File: config.mk
export PLATFORM = sky130hd
export DESIGN_NAME = ov5640_cfg_seq
export DESIGN_NICKNAME = d
export VERILOG_FILES = /design/src/rtl/ov5640_cfg_pkg.sv /design/src/rtl/cfg_delay_timer.sv /design/src/rtl/ov5640_cfg_seq.sv
export SDC_FILE = /design/constraint.sdc
export NUM_CORES = 1
export LEC_CHECK = 0
export ABC_AREA = 0
export BUFFER_PORTS_ARGS = -buffer_cell sky130_fd_sc_hd__clkbuf_2
export CAP_MARGIN = 25
export CORE_UTILIZATION = 50
export CTS_CLUSTER_DIAMETER = 50
export CTS_CLUSTER_SIZE = 20
export DETAILED_ROUTE_END_ITERATION = 10
export GPL_TIMING_DRIVEN = 0
export PLACE_DENSITY = 0.75
export RECOVER_POWER = 25
export SETUP_SLACK_MARGIN = 0.1
export SLEW_MARGIN = 25
export SYNTH_ARGS = -nofsm -noshare
export SYNTH_HDL_FRONTEND = slang
export SYNTH_SLANG_ARGS = --single-unit
File: constraint.sdc
create_clock -name clock_i2c -period 3.71 [get_ports clock_i2c]
set_input_delay 0.371 -clock clock_i2c [delete_from_list [all_inputs] [get_ports clock_i2c]]
set_output_delay 0.371 -clock clock_i2c [all_outputs]
set_load 0.05 [all_outputs]
File: src/rtl/ov5640_cfg_pkg.sv
// ov5640_cfg_pkg: shared state encoding and default timing for the OV5640 config sequencer.
package ov5640_cfg_pkg;
    typedef enum logic [3:0] {PWR_WAIT, LOAD, GAP, XFER, CHECK, NEXT, DELAY, DONE, ERROR} cfg_state_t;
    localparam logic [7:0] DLY_ID = 8'hFF;
    localparam int LUT_SIZE_D     = 256;
    localparam int IDX_W_D        = 8;
    localparam int PWR_DLY_D      = 20000;
    localparam int GAP_CYCLES_D   = 4;
    localparam int MAX_RETRY_D    = 3;
    localparam int XFER_TIMEOUT_D = 63;
    localparam int DLY_UNIT_D     = 100;
endpackage

File: src/rtl/cfg_delay_timer.sv
// cfg_delay_timer: loadable 32-bit down-counter; expired while the count is 1 or 0,
// so a load of N keeps its owner waiting exactly N cycles (0 behaves as 1).
module cfg_delay_timer (
    input  logic        clk,
    input  logic        load,
    input  logic [31:0] load_val,
    output logic        expired
);
    logic [31:0] cnt;
    always_ff @(posedge clk)
        cnt <= load ? load_val : (cnt != 32'd0 ? cnt - 32'd1 : cnt);
    assign expired = cnt <= 32'd1;
endmodule

File: src/rtl/ov5640_cfg_seq.sv
// ov5640_cfg_seq: walks the external register LUT and drives i2c_com one 32-bit write
// per entry, with NACK/timeout retries, in-table delays and done/error reporting.
module ov5640_cfg_seq
    import ov5640_cfg_pkg::*;
#(
    parameter int LUT_SIZE     = LUT_SIZE_D,
    parameter int IDX_W        = IDX_W_D,
    parameter int PWR_DLY      = PWR_DLY_D,
    parameter int GAP_CYCLES   = GAP_CYCLES_D,
    parameter int MAX_RETRY    = MAX_RETRY_D,
    parameter int XFER_TIMEOUT = XFER_TIMEOUT_D,
    parameter int DLY_UNIT     = DLY_UNIT_D
) (
    input  logic             clock_i2c,
    input  logic             camera_rst,
    input  logic             cfg_restart,
    output logic [IDX_W-1:0] lut_index,
    input  logic [31:0]      lut_data,
    output logic [31:0]      i2c_data,
    output logic             i2c_start,
    input  logic             i2c_tr_end,
    input  logic             i2c_ack,
    output logic             cfg_busy,
    output logic             cfg_done,
    output logic             cfg_err,
    output logic [IDX_W-1:0] err_index
);
    cfg_state_t  state;
    logic [7:0]  retry;
    logic        timed_out, rs, expired, is_dly, ld;
    logic [31:0] dly, ld_val;

    assign rs     = camera_rst | cfg_restart;
    assign is_dly = lut_data[31:24] == DLY_ID;
    assign dly    = 32'(lut_data[15:0]) * 32'(DLY_UNIT);
    // CHECK always preloads the gap; harmless when the entry moves on instead of retrying
    assign ld     = rs | state == LOAD | (state == GAP && expired) | state == CHECK;
    assign ld_val = rs ? 32'(PWR_DLY) :
                    state == LOAD ? (is_dly ? dly : 32'(GAP_CYCLES)) :
                    state == GAP ? 32'(XFER_TIMEOUT) : 32'(GAP_CYCLES);

    cfg_delay_timer u_timer (
        .clk      (clock_i2c),
        .load     (ld),
        .load_val (ld_val),
        .expired  (expired)
    );

    always_ff @(posedge clock_i2c) begin
        if (rs) begin
            state     <= PWR_WAIT;
            lut_index <= '0;
            i2c_data  <= '0;
            i2c_start <= 1'b0;
            cfg_busy  <= 1'b1;
            cfg_done  <= 1'b0;
            cfg_err   <= 1'b0;
            err_index <= '0;
            retry     <= '0;
            timed_out <= 1'b0;
        end else begin
            case (state)
                PWR_WAIT: if (expired) state <= LOAD;
                LOAD: begin
                    if (is_dly) state <= DELAY;
                    else begin
                        i2c_data <= lut_data;
                        state    <= GAP;
                    end
                end
                GAP: if (expired) begin
                    i2c_start <= 1'b1;
                    timed_out <= 1'b0;
                    state     <= XFER;
                end
                XFER: begin
                    if (i2c_tr_end) state <= CHECK;
                    else if (expired) begin
                        timed_out <= 1'b1;
                        state     <= CHECK;
                    end
                end
                CHECK: begin
                    i2c_start <= 1'b0;
                    if (!(i2c_ack || timed_out)) state <= NEXT;
                    else if (retry < 8'(MAX_RETRY)) begin
                        retry <= retry + 8'd1;
                        state <= GAP;
                    end else begin
                        err_index <= lut_index;
                        cfg_err   <= 1'b1;
                        cfg_busy  <= 1'b0;
                        state     <= ERROR;
                    end
                end
                NEXT: begin
                    retry <= '0;
                    if (lut_index == IDX_W'(LUT_SIZE - 1)) begin
                        cfg_done <= 1'b1;
                        cfg_busy <= 1'b0;
                        state    <= DONE;
                    end else begin
                        lut_index <= lut_index + IDX_W'(1);
                        state     <= LOAD;
                    end
                end
                DELAY: if (expired) state <= NEXT;
                default: ;
            endcase
        end
    end
endmodule
=== Word-level counts from Yosys, hierarchy flattened ===
Cells that the tools add are included.

* Multiply operators: 1
* Reduce and logical (&&, ||, !) cells: 18
* Magnitude comparators: 2
* Add/subtract/negate cells: 3
* Bitwise gates (word level): 7
* Equality and inequality tests: 18
* Mux-type cells: 28

{| class="wikitable"
|+ Operators with widths
! operator !! count
|-
| two-way mux 23 bit || 3
|-
| two-way mux 32 bit || 2
|-
| less-or-equal comparator 32 x 1 -> 1 bit (second input constant) || 1
|-
| nonzero test 32 bit || 1
|-
| subtractor 32 x 1 -> 32 bit (second input constant) || 1
|-
| two-way mux 4 bit || 7
|-
| one-hot mux 4 bit (7 select lines) || 1
|-
| multiplier 16 x 5 -> 21 bit (second input constant) || 1
|-
| adder 8 x 1 -> 8 bit (second input constant) || 2
|-
| == test 8 bit (second input constant) || 2
|-
| two-way mux 8 bit || 2
|-
| one-hot mux 8 bit (2 select lines) || 1
|-
| inequality test 2 bit (second input constant) || 7
|-
| == test 4 x 3 -> 1 bit (second input constant) || 3
|-
| == test 4 x 2 -> 1 bit (second input constant) || 2
|-
| less-than comparator 8 x 2 -> 1 bit (second input constant) || 1
|-
| AND reduction 2 bit || 4
|-
| AND reduction 4 bit || 2
|-
| nonzero test 2 bit || 4
|-
| nonzero test 7 bit || 1
|-
| two-way mux 1 bit || 6
|-
| two-way mux 3 bit || 2
|-
| two-way mux 6 bit || 1
|-
| one-hot mux 1 bit (2 select lines) || 3
|-
| other kinds (10) || 17
|}

* Input bits: 37
* Flip-flop bits (word level): 97

=== Longest topological paths before layout ===
* Depth after elaboration: 5
* Mapped depth: 12
* Depth with buffers taken out: 11

=== By module ===
Synthesis repeated with hierarchy kept, for this count alone.

* Cell total of the unflattened synthesis: 761
* Area, all modules: 6402.4 um^2

{| class="wikitable"
|+ Modules (own cells, without submodules)
! module !! area each (um^2) !! times used !! cells an instance !! sequential area each (um^2)
|-
| ov5640_cfg_seq || 4354.2 || 1 || 548 || 1301.2
|-
| cfg_delay_timer || 2048.2 || 1 || 213 || 960.9
|}

=== Least setup slack after synthesis ===
No wires, ideal clock.

* Path type: input to register
* From: input lut_data[5]
* To: register u_timer.cnt[22], data pin
* Cell stages on the path: 11
* Path slack: 402 ps
* Buffers on the path: 0
* Arrival: 3173 ps
* Data required time: 3575 ps
* Path through: ha_1 ha_1 inv_1 fa_1 inv_1 ha_1 a21oi_1 nor3b_1 a211oi_1 or4_1 nand3_1

* Word-level cells in the longest chain between the ends: 5

{| class="wikitable"
|+ RTL lines
! element !! RTL line !! source
|-
| start, declared || ov5640_cfg_seq.sv:18 || <nowiki>input logic [31:0] lut_data,</nowiki>
|-
| multiplier 16 x 5 -> 21 bit || ov5640_cfg_seq.sv:35 || <nowiki>assign dly = 32'(lut_data[15:0]) * 32'(DLY_UNIT);</nowiki>
|-
| two-way mux 23 bit (2 in series) || ov5640_cfg_seq.sv:39 || <nowiki>state == LOAD ? (is_dly ? dly : 32'(GAP_CYCLES)) :</nowiki>
|-
| two-way mux 23 bit || ov5640_cfg_seq.sv:38 || <nowiki>assign ld_val = rs ? 32'(PWR_DLY) :</nowiki>
|-
| two-way mux 32 bit || cfg_delay_timer.sv:11 || <nowiki>cnt <= load ? load_val : (cnt != 32'd0 ? cnt - 32'd1 : cnt);</nowiki>
|-
| end signal, assigned || cfg_delay_timer.sv:11 ||
|-
| end, declared || cfg_delay_timer.sv:9 || <nowiki>logic [31:0] cnt;</nowiki>
|}

No other way between the ends.
A chain may end at the register's enable or synchronous reset.

=== Worst setup path after layout ===
Same ends and word-level chain as after synthesis.

==> reports/qor.csv <==
metric;value;unit
clock buffer count from CTS;9;
Hold Vio Cnt, Final;0;
Mapped Nets;823;
Synth Area in Adders;14.7;%
Overall Global Routing Usage;23.8;%
syn avg cell area;8.82;µm²
# diodes;0;
clk root buf;clkbuf_16;
worst r2r src;u_timer.cnt[0]$_DFFE_PP_;
Syn-to-layout area delta;14.7;%
Crit Path Max Fanout;8;
Inst Count DP;975;
WL/cell;15.0;µm
Final Util;59.8;%
final setup fails;0;
Routed Antenna Nets;0;
xor and xnor area share after synthesis;4.70;%
Leak Pwr;2.96;nW
ratio of cells with drive above 1 in the final layout;9.72;%
dpl hpwl;11400;µm
final period utilization;91.7;%
CTS max path bufs;2;
1st-pass router iterations;5;
Via density;5.60;
CP startpoint;lut_data[5];
share of the synthesized area in the top cell type;20.5;%
Unique masters post-synth;68;
Final Power;2.71;mW
min Tclk post-route;3.40;ns
VDD IR max;0.300;mV
first-pass GRT wire length;24900;µm
Critical Path Sink;u_timer.cnt[22]$_DFFE_PP_;
simple-gate share of the synthesized area;21.3;%
Req. time, crit path;3.92;ns
RSZ-0062 raised after global routing;no;
DRT iter0 DRCs;390;
area leader, netlist;dfxtp_1;
DRC violations left;0;
Worst-Skew Late Latency;0.35;ns
cell count after synthesis;718;
largest net degree at the start of global routing;24;
max-cap violation count;0;
CTS tree;built;
worst r2r path cells;8;
Via Count;5549;
EDFF count, synth;32;
row count;40;
initial cell density of the core;52.1;%
Slew HR;43.8;%
worst endpoint data arrival time;3.61;ns
total core area;0.0122;mm²
clk_skew;0.0145;ns
DIE HEIGHT;115;µm
Post-Layout Cell Count;991;
Slew Limit Fails;0;
post-route setup slack;0.306;ns
complex-gate fraction of the synthesized area;14.9;%
I/O pin count;89;
count of port buffers added during placement;88;
GPL Wtd Cong;0.867;
Fill cells;1112;
mux share of post-synthesis cell area;3.02;%
Reg clk slew, reported paths;0.07;ns
final net count;923;
Pwr per Cell Area;373;mW/mm²
slew of the pin with the lowest slew margin;0.832;ns
register area share after synthesis;35.7;%
Synth Register Bits;97;
main combinational cell family by area after synthesis;simple AND/OR/NAND/NOR gates;
die width;115;µm
worst r2r dst;u_timer.cnt[19]$_DFFE_PP_;
worst hold path class;in2reg;
fmax;294;MHz
Setup CP Type;in2reg;
CP Launch Type;input port;
initial antenna violation count;0;
post-place setup slack;-0.204;ns
Die ar.;0.0131;mm²
Congestion Overflow GR;0;
Most used DFF post-synth;dfxtp_1;
final wirelength;14800;µm
min-delay src;lut_data[22];
Syn Std Cell Area;0.00633;mm²
H-tree depth;3;
yosys warns;0;
dpl cell area;0.00702;mm²
Async S/R FF share, synth;0;%
run status;completed;
post-route design area;0.00727;mm²
ranking of synthesized cells by area;dfxtp_1 21%, edfxtp_1 15%, ha_1 11%;
kind of end point of the critical path;flop;
vias in the first global route;5269;
# clock sinks;97;
reg2reg setup slack;0.46;ns
-- cell usage after synthesis (12+ instances only) --
cell type and count:
a21oi_1 63, nand2_1 89, nand3_1 17, mux2i_1 18, clkbuf_1 23, ha_1 57, inv_1 58, nor4_1 22
xnor2_1 22, dfxtp_1 65, o21ai_0 12, xor2_1 12, edfxtp_1 32, nor2_1 55, nor3_1 17
-- power breakdown --
group          switching [mW]  internal (mW)
Clock                   0.429          0.507
Sequential             0.0128           1.10
Combinational           0.401          0.259
-- per-layer routing --
| layer | GRT usage [%] | routed length, µm |
|---|---|---|
| met1 | 32.5 | 7050 |
| met3 | 3.81 | 730 |
| met4 | 7.88 | 172 |
| met5 | 0 | 0 |
| met2 | 38.3 | 6870 |
-- kinds of logic (layout without fill, tap and decap cells) --
group,count (synthesis),in the layout
simple gates,266,266
compound gates,146,146
flops,97,97
buf+inv,88,193
fa+ha+maj,68,68
xor+xnor,34,34
mux,19,19
-- cell type report --
class                   count  area [µm²]  area share, %
repair buffers             89         412           5.66
inverters                  58         218           3.00
multi-input cells         533        3730           51.3
clock inverters             5        42.5          0.585
clock buffers              11         254           3.50
flip-flops and latches     97        2260           31.1
plain buffers              30         141           1.95
well taps                 168         210           2.89
-- stage by stage --
stage / hold WS [ns] / TNS (ns)
finish: 0.235 / 0
global route: 0.236 / 0
CTS: 0.224 / 0
detailed placement: 0.445 / -0.336
global placement: 0.438 / -7.10
floorplan: 0.435 / 0
-- registers in the layout, summed over array words and instances, names as in the netlist --
signal       cells
cfg_busy         1
cfg_done         1
cfg_err          1
err_index        8
i2c_data        32
i2c_start        1
lut_index        8
retry            8
state            4
timed_out        1
u_timer.cnt     32
-- worst max-delay path: stages --
cell      delay [ns]
clkbuf_2        0.13
ha_1            0.31
ha_1            0.29
inv_1           0.06
fa_1            0.49
inv_1           0.04
ha_1            0.39
a21oi_1         0.36
nor3b_2         0.40
a211oi_1        0.17
or4_1           0.53
nand3_1         0.09
-- placed cells by master, fill, tap and decap left out, types with 12 or more instances in the layout --
cell type  instances
clkbuf_2          43
nor2_1            55
xnor2_1           22
ha_1              57
nor4_1            22
clkbuf_1          69
edfxtp_1          32
xor2_1            12
mux2i_1           18
nor3_1            17
nand2_1           89
a21oi_1           63
nand3_1           16
dfxtp_1           65
inv_1             58
o21ai_0           12
-- how the worst min path moves through the flow --
stage	to	cells after the start	slack, ns
3_5_place_dp	cfg_done$_SDFFE_PN0P_	2	0.44
4_1_cts	i2c_data[22]$_SDFFE_PN0P_	3	0.22
2_1_floorplan	retry[2]$_SDFFE_PN0P_	2	0.43
5_1_grt	i2c_data[20]$_SDFFE_PN0P_	3	0.24
3_3_place_gp	cfg_done$_SDFFE_PN0P_	2	0.44
6_report	i2c_data[22]$_SDFFE_PN0P_	3	0.24
-- repair_timing --
action	CTS	global route
setup endpoints to repair	0	3
setup buffers	0	0
gates resized for setup	0	2
hold buffers	0	0
No activity file was read; power rests on OpenSTA's default activity.
